`config.mk`:
```
export PLATFORM = sky130hd
export DESIGN_NAME = csr_req_sequencer_flat
export DESIGN_NICKNAME = d
export VERILOG_FILES = /design/src/rtl/csr_req_sequencer_if.sv /design/src/rtl/csr_req_sequencer.sv /design/src/flat_wrapper.sv
export SDC_FILE = /design/constraint.sdc
export NUM_CORES = 1
export LEC_CHECK = 0
export ABC_AREA = 0
export CORE_AREA = 2 2 218 220
export CTS_CLUSTER_SIZE = 24
export DETAILED_ROUTE_END_ITERATION = 7
export DIE_AREA = 0 0 220 222
export GPL_TIMING_DRIVEN = 0
export HOLD_SLACK_MARGIN = 0.08
export PLACE_DENSITY = 0.61
export SYNTH_ARGS = -nofsm -noshare
export SYNTH_HDL_FRONTEND = slang
export SYNTH_SLANG_ARGS = --single-unit
```
`constraint.sdc`:
```
create_clock -name clk_i -period 1.7 [get_ports clk_i]
set_input_delay 0.34 -clock clk_i [delete_from_list [all_inputs] [get_ports clk_i]]
set_output_delay 0.34 -clock clk_i [all_outputs]
set_load 0.05 [all_outputs]
```
`src/rtl/csr_req_sequencer_if.sv`:
```
// Commit/CSR-file side signal bundle for csr_req_sequencer.
// The slave modport is the sequencer's view; master is the environment driving it.
interface csr_req_sequencer_if;
  logic        valid_i;
  logic        kill_i;
  logic [11:0] csr_addr_i;
  logic [2:0]  csr_cmd_i;
  logic [63:0] csr_data_i;
  logic [63:0] pc_i;
  logic [63:0] csr_rdata_i;
  logic        csr_replay_i;
  logic        csr_stall_i;
  logic        csr_exception_i;
  logic        csr_eret_i;
  logic [63:0] csr_evec_i;

  logic        csr_req_valid_o;
  logic [11:0] csr_rw_addr_o;
  logic [2:0]  csr_rw_cmd_o;
  logic [63:0] csr_rw_data_o;
  logic [63:0] csr_pc_o;
  logic        busy_o;
  logic        done_o;
  logic [63:0] rdata_o;
  logic        xcpt_o;
  logic        eret_o;
  logic [63:0] evec_o;

  modport master (
    output valid_i, kill_i, csr_addr_i, csr_cmd_i, csr_data_i, pc_i, csr_rdata_i,
    output csr_replay_i, csr_stall_i, csr_exception_i, csr_eret_i, csr_evec_i,
    input  csr_req_valid_o, csr_rw_addr_o, csr_rw_cmd_o, csr_rw_data_o, csr_pc_o,
    input  busy_o, done_o, rdata_o, xcpt_o, eret_o, evec_o
  );

  modport slave (
    input  valid_i, kill_i, csr_addr_i, csr_cmd_i, csr_data_i, pc_i, csr_rdata_i,
    input  csr_replay_i, csr_stall_i, csr_exception_i, csr_eret_i, csr_evec_i,
    output csr_req_valid_o, csr_rw_addr_o, csr_rw_cmd_o, csr_rw_data_o, csr_pc_o,
    output busy_o, done_o, rdata_o, xcpt_o, eret_o, evec_o
  );
endinterface

```
`src/rtl/csr_req_sequencer.sv`:
```
// Sequences one committed CSR/system op into the CSR file, handling replay, stall and kill.
// Optional WAIT watchdog enabled by defining CSR_SEQ_TIMEOUT_EN.
module csr_req_sequencer #(
  parameter int unsigned MAX_REPLAY     = 7,
  parameter int unsigned TIMEOUT_CYCLES = 255
) (
  input logic                 clk_i,
  input logic                 rstn_i,
  csr_req_sequencer_if.slave  bus_io
);

  if (MAX_REPLAY < 1 || MAX_REPLAY > 15 || TIMEOUT_CYCLES < 1 || TIMEOUT_CYCLES > 255)
  begin : g_bad_param
    $error("csr_req_sequencer: parameter out of range");
  end

  localparam logic [2:0] CmdNope   = 3'd0;
  localparam logic [3:0] MaxReplay = 4'(MAX_REPLAY);

  typedef enum logic [2:0] {StIdle, StIssue, StResp, StWait, StDone} state_e;

  state_e      state_q;
  logic [3:0]  replay_cnt_q;
  logic        req_q;
  logic        busy_q;
  logic        done_q;
  logic        xcpt_q;
  logic        eret_q;
  logic [11:0] addr_q;
  logic [2:0]  cmd_q;
  logic [63:0] data_q;
  logic [63:0] pc_q;
  logic [63:0] rdata_q;
  logic [63:0] evec_q;

`ifdef CSR_SEQ_TIMEOUT_EN
  localparam logic [7:0] WdLast = 8'(TIMEOUT_CYCLES - 1);
  logic [7:0] wd_cnt_q;
`endif

  always_ff @(posedge clk_i or negedge rstn_i) begin
    if (!rstn_i) begin
      state_q      <= StIdle;
      replay_cnt_q <= '0;
      req_q        <= 1'b0;
      busy_q       <= 1'b0;
      done_q       <= 1'b0;
      xcpt_q       <= 1'b0;
      eret_q       <= 1'b0;
      addr_q       <= '0;
      cmd_q        <= '0;
      data_q       <= '0;
      pc_q         <= '0;
      rdata_q      <= '0;
      evec_q       <= '0;
`ifdef CSR_SEQ_TIMEOUT_EN
      wd_cnt_q     <= '0;
`endif
    end else if (bus_io.kill_i) begin
      state_q <= StIdle;
      req_q   <= 1'b0;
      busy_q  <= 1'b0;
      done_q  <= 1'b0;
`ifdef CSR_SEQ_TIMEOUT_EN
      wd_cnt_q <= '0;
`endif
    end else begin
      unique case (state_q)
        StIdle: begin
          if (bus_io.valid_i && bus_io.csr_cmd_i != CmdNope) begin
            addr_q       <= bus_io.csr_addr_i;
            cmd_q        <= bus_io.csr_cmd_i;
            data_q       <= bus_io.csr_data_i;
            pc_q         <= bus_io.pc_i;
            replay_cnt_q <= '0;
            req_q        <= 1'b1;
            busy_q       <= 1'b1;
            state_q      <= StIssue;
          end
        end
        StIssue: begin
          req_q   <= 1'b0;
          state_q <= StResp;
        end
        StResp: begin
          if (bus_io.csr_replay_i) begin
            if (replay_cnt_q < MaxReplay) begin
              replay_cnt_q <= replay_cnt_q + 4'd1;
              req_q        <= 1'b1;
              state_q      <= StIssue;
            end else begin
              // Replay budget exhausted: abort as an exception.
              rdata_q <= '0;
              xcpt_q  <= 1'b1;
              eret_q  <= 1'b0;
              evec_q  <= '0;
              busy_q  <= 1'b0;
              done_q  <= 1'b1;
              state_q <= StDone;
            end
          end else if (bus_io.csr_stall_i) begin
            state_q <= StWait;
          end else begin
            rdata_q <= bus_io.csr_rdata_i;
            xcpt_q  <= bus_io.csr_exception_i;
            eret_q  <= bus_io.csr_eret_i;
            evec_q  <= bus_io.csr_evec_i;
            busy_q  <= 1'b0;
            done_q  <= 1'b1;
            state_q <= StDone;
          end
        end
        StWait: begin
          if (!bus_io.csr_stall_i) begin
            rdata_q <= bus_io.csr_rdata_i;
            xcpt_q  <= bus_io.csr_exception_i;
            eret_q  <= bus_io.csr_eret_i;
            evec_q  <= bus_io.csr_evec_i;
            busy_q  <= 1'b0;
            done_q  <= 1'b1;
            state_q <= StDone;
`ifdef CSR_SEQ_TIMEOUT_EN
            wd_cnt_q <= '0;
          end else if (wd_cnt_q == WdLast) begin
            rdata_q  <= '0;
            xcpt_q   <= 1'b1;
            eret_q   <= 1'b0;
            evec_q   <= '0;
            busy_q   <= 1'b0;
            done_q   <= 1'b1;
            state_q  <= StDone;
            wd_cnt_q <= '0;
          end else begin
            wd_cnt_q <= wd_cnt_q + 8'd1;
`endif
          end
        end
        StDone: begin
          done_q  <= 1'b0;
          state_q <= StIdle;
        end
        default: state_q <= StIdle;
      endcase
    end
  end

  // A kill in the issue cycle must not reach the CSR file.
  assign bus_io.csr_req_valid_o = req_q & ~bus_io.kill_i;
  assign bus_io.csr_rw_addr_o   = addr_q;
  assign bus_io.csr_rw_cmd_o    = cmd_q;
  assign bus_io.csr_rw_data_o   = data_q;
  assign bus_io.csr_pc_o        = pc_q;
  assign bus_io.busy_o          = busy_q;
  assign bus_io.done_o          = done_q;
  assign bus_io.rdata_o         = rdata_q;
  assign bus_io.xcpt_o          = xcpt_q;
  assign bus_io.eret_o          = eret_q;
  assign bus_io.evec_o          = evec_q;

endmodule

```
`src/flat_wrapper.sv`:
```
// flat-port wrapper written by rule: the top's interface ports become plain ports
module csr_req_sequencer_flat 
#(
  parameter int unsigned MAX_REPLAY     = 7,
  parameter int unsigned TIMEOUT_CYCLES = 255
)
  (clk_i, rstn_i, bus_io_valid_i, bus_io_kill_i, bus_io_csr_addr_i, bus_io_csr_cmd_i, bus_io_csr_data_i, bus_io_pc_i, bus_io_csr_rdata_i, bus_io_csr_replay_i, bus_io_csr_stall_i, bus_io_csr_exception_i, bus_io_csr_eret_i, bus_io_csr_evec_i, bus_io_csr_req_valid_o, bus_io_csr_rw_addr_o, bus_io_csr_rw_cmd_o, bus_io_csr_rw_data_o, bus_io_csr_pc_o, bus_io_busy_o, bus_io_done_o, bus_io_rdata_o, bus_io_xcpt_o, bus_io_eret_o, bus_io_evec_o);
  csr_req_sequencer_if bus_io_i ();
  input logic clk_i;
  input logic rstn_i;
  input wire logic [$bits(bus_io_i.valid_i)-1:0] bus_io_valid_i;
  input wire logic [$bits(bus_io_i.kill_i)-1:0] bus_io_kill_i;
  input wire logic [$bits(bus_io_i.csr_addr_i)-1:0] bus_io_csr_addr_i;
  input wire logic [$bits(bus_io_i.csr_cmd_i)-1:0] bus_io_csr_cmd_i;
  input wire logic [$bits(bus_io_i.csr_data_i)-1:0] bus_io_csr_data_i;
  input wire logic [$bits(bus_io_i.pc_i)-1:0] bus_io_pc_i;
  input wire logic [$bits(bus_io_i.csr_rdata_i)-1:0] bus_io_csr_rdata_i;
  input wire logic [$bits(bus_io_i.csr_replay_i)-1:0] bus_io_csr_replay_i;
  input wire logic [$bits(bus_io_i.csr_stall_i)-1:0] bus_io_csr_stall_i;
  input wire logic [$bits(bus_io_i.csr_exception_i)-1:0] bus_io_csr_exception_i;
  input wire logic [$bits(bus_io_i.csr_eret_i)-1:0] bus_io_csr_eret_i;
  input wire logic [$bits(bus_io_i.csr_evec_i)-1:0] bus_io_csr_evec_i;
  output wire logic [$bits(bus_io_i.csr_req_valid_o)-1:0] bus_io_csr_req_valid_o;
  output wire logic [$bits(bus_io_i.csr_rw_addr_o)-1:0] bus_io_csr_rw_addr_o;
  output wire logic [$bits(bus_io_i.csr_rw_cmd_o)-1:0] bus_io_csr_rw_cmd_o;
  output wire logic [$bits(bus_io_i.csr_rw_data_o)-1:0] bus_io_csr_rw_data_o;
  output wire logic [$bits(bus_io_i.csr_pc_o)-1:0] bus_io_csr_pc_o;
  output wire logic [$bits(bus_io_i.busy_o)-1:0] bus_io_busy_o;
  output wire logic [$bits(bus_io_i.done_o)-1:0] bus_io_done_o;
  output wire logic [$bits(bus_io_i.rdata_o)-1:0] bus_io_rdata_o;
  output wire logic [$bits(bus_io_i.xcpt_o)-1:0] bus_io_xcpt_o;
  output wire logic [$bits(bus_io_i.eret_o)-1:0] bus_io_eret_o;
  output wire logic [$bits(bus_io_i.evec_o)-1:0] bus_io_evec_o;
  assign bus_io_i.valid_i = bus_io_valid_i;
  assign bus_io_i.kill_i = bus_io_kill_i;
  assign bus_io_i.csr_addr_i = bus_io_csr_addr_i;
  assign bus_io_i.csr_cmd_i = bus_io_csr_cmd_i;
  assign bus_io_i.csr_data_i = bus_io_csr_data_i;
  assign bus_io_i.pc_i = bus_io_pc_i;
  assign bus_io_i.csr_rdata_i = bus_io_csr_rdata_i;
  assign bus_io_i.csr_replay_i = bus_io_csr_replay_i;
  assign bus_io_i.csr_stall_i = bus_io_csr_stall_i;
  assign bus_io_i.csr_exception_i = bus_io_csr_exception_i;
  assign bus_io_i.csr_eret_i = bus_io_csr_eret_i;
  assign bus_io_i.csr_evec_i = bus_io_csr_evec_i;
  assign bus_io_csr_req_valid_o = bus_io_i.csr_req_valid_o;
  assign bus_io_csr_rw_addr_o = bus_io_i.csr_rw_addr_o;
  assign bus_io_csr_rw_cmd_o = bus_io_i.csr_rw_cmd_o;
  assign bus_io_csr_rw_data_o = bus_io_i.csr_rw_data_o;
  assign bus_io_csr_pc_o = bus_io_i.csr_pc_o;
  assign bus_io_busy_o = bus_io_i.busy_o;
  assign bus_io_done_o = bus_io_i.done_o;
  assign bus_io_rdata_o = bus_io_i.rdata_o;
  assign bus_io_xcpt_o = bus_io_i.xcpt_o;
  assign bus_io_eret_o = bus_io_i.eret_o;
  assign bus_io_evec_o = bus_io_i.evec_o;
  csr_req_sequencer #(.MAX_REPLAY(MAX_REPLAY), .TIMEOUT_CYCLES(TIMEOUT_CYCLES)) u_core (.clk_i(clk_i), .rstn_i(rstn_i), .bus_io(bus_io_i));
endmodule
```
==> results.tsv <==
stage	metric	value	unit
sta	final_hold_viol_count	0	
synth	synth_warnings	0	
synth	netlist_area	10900	um2
critical_path	critical_path_class	register to register	
routing	vias	9810	
worst_hold_path	min_to	u_core.state_q[0]	
floorplan	num_rows	79	
routing	dr.pass1.iters	4	
pwr	power_density	1440	nW/um2
cts	path_clk_slew	60	ps
sta	tightest_slew	667	ps
synth	syn_nets	1198	
sta	fmax	0.528	GHz
routing	drt_iter0_markers	440	
cts	htreeDepth	2	
sta	maxSlewViolCount	0	
status	failed_checks	negative setup slack	
routing	wl	45200	um
routing	antenna_left	0	
floorplan	die_h	222	um
critical_path	start_kind	register	
sta	grt_setup_unrepaired	true	
cts	root_buffer	clkbuf_16	
placed_design	place_inst	2081	
placed_design	pre_cts_slack	-1090	ps
worst_hold_path	min-delay-start	bus_io_kill_i	
final_layout	fin_cells	2226	
final_layout	nNetsFinal	1875	
final_layout	final_cell_mix	dfrtp_1 (280), clkdlybuf4s50_1 (276), clkbuf_2 (251), nand2_1 (119), a21oi_2 (99)	
global_route	track_usage	0.173	
synth	synth_cells	918	
critical_path	r2r_cells	7	
critical_path	r2r_end	u_core.bus_io.csr_rw_addr_o[3]	
floorplan	fp.dieW	220	um
placed_design	dp_hpwl	29100	um
cts	cts_inserted_buffers	35	
routing	wl_per_cell	20.3	um
final_layout	drive_gt1_frac	0.534	
synth	synth-seq-area-share	0.648	
sta	slew_headroom	0.555	
synth	ys_ff_latch	283	
placed_design	io_buffers	554	
global_route	antenna_found_initial	0	
synth	synth_cell_types	36	
synth	syn_avg_cell_area	11.9	um2
final_layout	fillers	4256	
pwr	ir_worst_vdd	0.00104	V
worst_hold_path	hold_class	primary input to register	
final_layout	multi_input_area	5010	um2
cts	clk_path_buf_depth	3	
global_route	first_global_vias	10600	
cts	clock_latency	530	ps
final_layout	area_delta_synth_final	90.9	%
global_route	grt_pass1_wl	64500	um
critical_path	rr_startpoint	u_core.state_q[2]	
final_layout	layout_commonest_cell	dfrtp_1	
cts	cts_tree	yes	
cts	cts_sinks	283	
critical_path	r2r_setup_slack	-200	ps
sta	fin_crit	1900	ps
job	cap_violations	0	
worst_hold_path	whs_path_depth	2	
floorplan	core_area	46300	um2
sta	fin_skew	11.0	ps
final_layout	antennaDiodeCount	0	
status	status	complete, but fails checks	
placed_design	gp_congestion	0.786	
critical_path	cp.required	2110	ps
sta	final-setup-viol-count	267	
sta	worst_slack	-196	ps
floorplan	die_area	48800	um2
global_route	grt_max_degree	112	
pwr	power_leakage	9.50	nW
routing	drc_errors	0	
critical_path	end_kind	register	
global_route	grt_overflow_total	0	
final_layout	seq_area	7090	um2
floorplan	initial_utilization	0.236	
routing	routed_via_density	4.41	
critical_path	crit_fanout	7	
critical_path	cp_data_arrival_time	2310	ps
floorplan	io_pins	555	
sta	fin_crit_sh	1.12	
[final cells by class]
type                    instances  share of cell area
well taps                     607              0.0364
clock inverters                 9             0.00600
inverters                       5            0.000900
multi-input cells             573               0.240
clock buffers                  52              0.0500
flip-flops and latches        283               0.340
plain buffers                  52              0.0466
repair buffers                645               0.280
[cells by family after synthesis]
| kind of cell | Yosys count | share of synthesized area |
|---|---|---|
| adder cells (fa/ha/maj) | 1 | 0.00115 |
| buffers and inverters | 62 | 0.0294 |
| flip-flops | 283 | 0.648 |
| multiplexers | 144 | 0.148 |
| AND/OR/NAND/NOR | 278 | 0.0991 |
| AO/OA/AOI/OAI | 150 | 0.0735 |
[through the flow]
stage          power (mW)   util  hold WS (ps)  instance area, um2  setup TNS (ps)
2_1_floorplan        17.4      -          44.4               10900           -2330
3_3_place_gp         22.5  0.373           467               17200        -3816050
3_5_place_dp         22.7  0.374           396               17300         -254240
4_1_cts              30.0  0.446           309               20600          -62440
5_1_grt              31.2  0.451           258               20900          -48630
6_report             30.0  0.451           234               20900          -31790
[per-layer routing]
metal  GRT usage  part of all wire  up-vias
met1       0.193              0.38     4912
met4      0.0574             0.030        0
met2       0.313              0.52      363
met5           0                 0        -
li1            -                 -     4455
met3      0.0502             0.075       80
[cell usage after synthesis]
library cell	instances	area (um2)
buf_2	35	175
or3b_1	1	8.76
o21ai_0	4	20.0
a21oi_1	133	666
nor3_2	1	10.0
nor3_1	2	10.0
nand2_1	262	983
dfrtp_1	283	7080
o311ai_2	1	16.3
a21boi_2	1	11.3
a41oi_1	1	8.76
buf_6	5	56.3
ha_1	1	12.5
nor4b_1	1	8.76
o21bai_1	1	7.51
mux2_2	96	1080
buf_1	3	11.3
clkbuf_1	12	45.0
a311oi_1	1	8.76
o2111a_1	1	11.3
nor2b_1	1	6.26
nand2b_1	1	6.26
buf_4	2	15.0
a211oi_1	1	7.51
nand3_1	1	5.00
nor2_4	1	11.3
a21o_1	1	7.51
o21a_1	1	7.51
or3_1	1	6.26
mux2_1	48	541
nand3b_1	1	7.51
inv_1	5	18.8
o311ai_0	2	17.5
o21ai_1	1	5.00
a2bb2oi_1	1	8.76
nor2_1	5	18.8
[sequential cells by signal, summed over array words and instances, names as in the netlist]
name and flops:
u_core.bus_io.busy_o 1, u_core.bus_io.eret_o 1, u_core.bus_io.csr_rw_data_o 64, u_core.bus_io.csr_rw_cmd_o 3, u_core.bus_io.csr_pc_o 64, u_core.bus_io.evec_o 64
u_core.bus_io.xcpt_o 1, u_core.bus_io.done_o 1, u_core.bus_io.rdata_o 64, u_core.req_q 1, u_core.bus_io.csr_rw_addr_o 12, u_core.replay_cnt_q 4
u_core.state_q 3
[worst max-delay path: stages, from the launching register on]
cell     delay, ps
dfrtp_2        430
or3_4          400
nor2_4         130
buf_12         150
buf_12         160
buf_8          130
buf_6           90
mux2_4         280
[power by group]
part	switching [mW]	internal [mW]
Combinational	8.80	3.79
Clock	2.92	4.69
Sequential	1.25	8.52
Total	13.0	17.0
[worst max-delay path by stage]
stage                                       from                         endpoint  cells past startpoint
final                          u_core.state_q[2]   u_core.bus_io.csr_rw_addr_o[3]                      7
after global routing           u_core.state_q[2]   u_core.bus_io.csr_rw_addr_o[1]                      7
after CTS                      u_core.state_q[0]        u_core.bus_io.csr_pc_o[5]                      5
after detailed placement           bus_io_kill_i         u_core.bus_io.evec_o[31]                      7
after global placement                    rstn_i  u_core.bus_io.csr_rw_data_o[11]                      1
after floorplan           u_core.replay_cnt_q[0]         u_core.bus_io.evec_o[38]                      7
[timing repair]
| action | CTS | global route |
|---|---|---|
| buffers inserted | 36 | 21 |
| gates cloned | 24 | 15 |
| pin swaps | 171 | 78 |
| endpoints found under the setup margin | 553 | 536 |
| hold buffers | 1 | 0 |
| resized for setup | 774 | 763 |
| endpoints found under the hold margin | 78 | 0 |
Note: power is estimated with default switching activity, not from simulation.
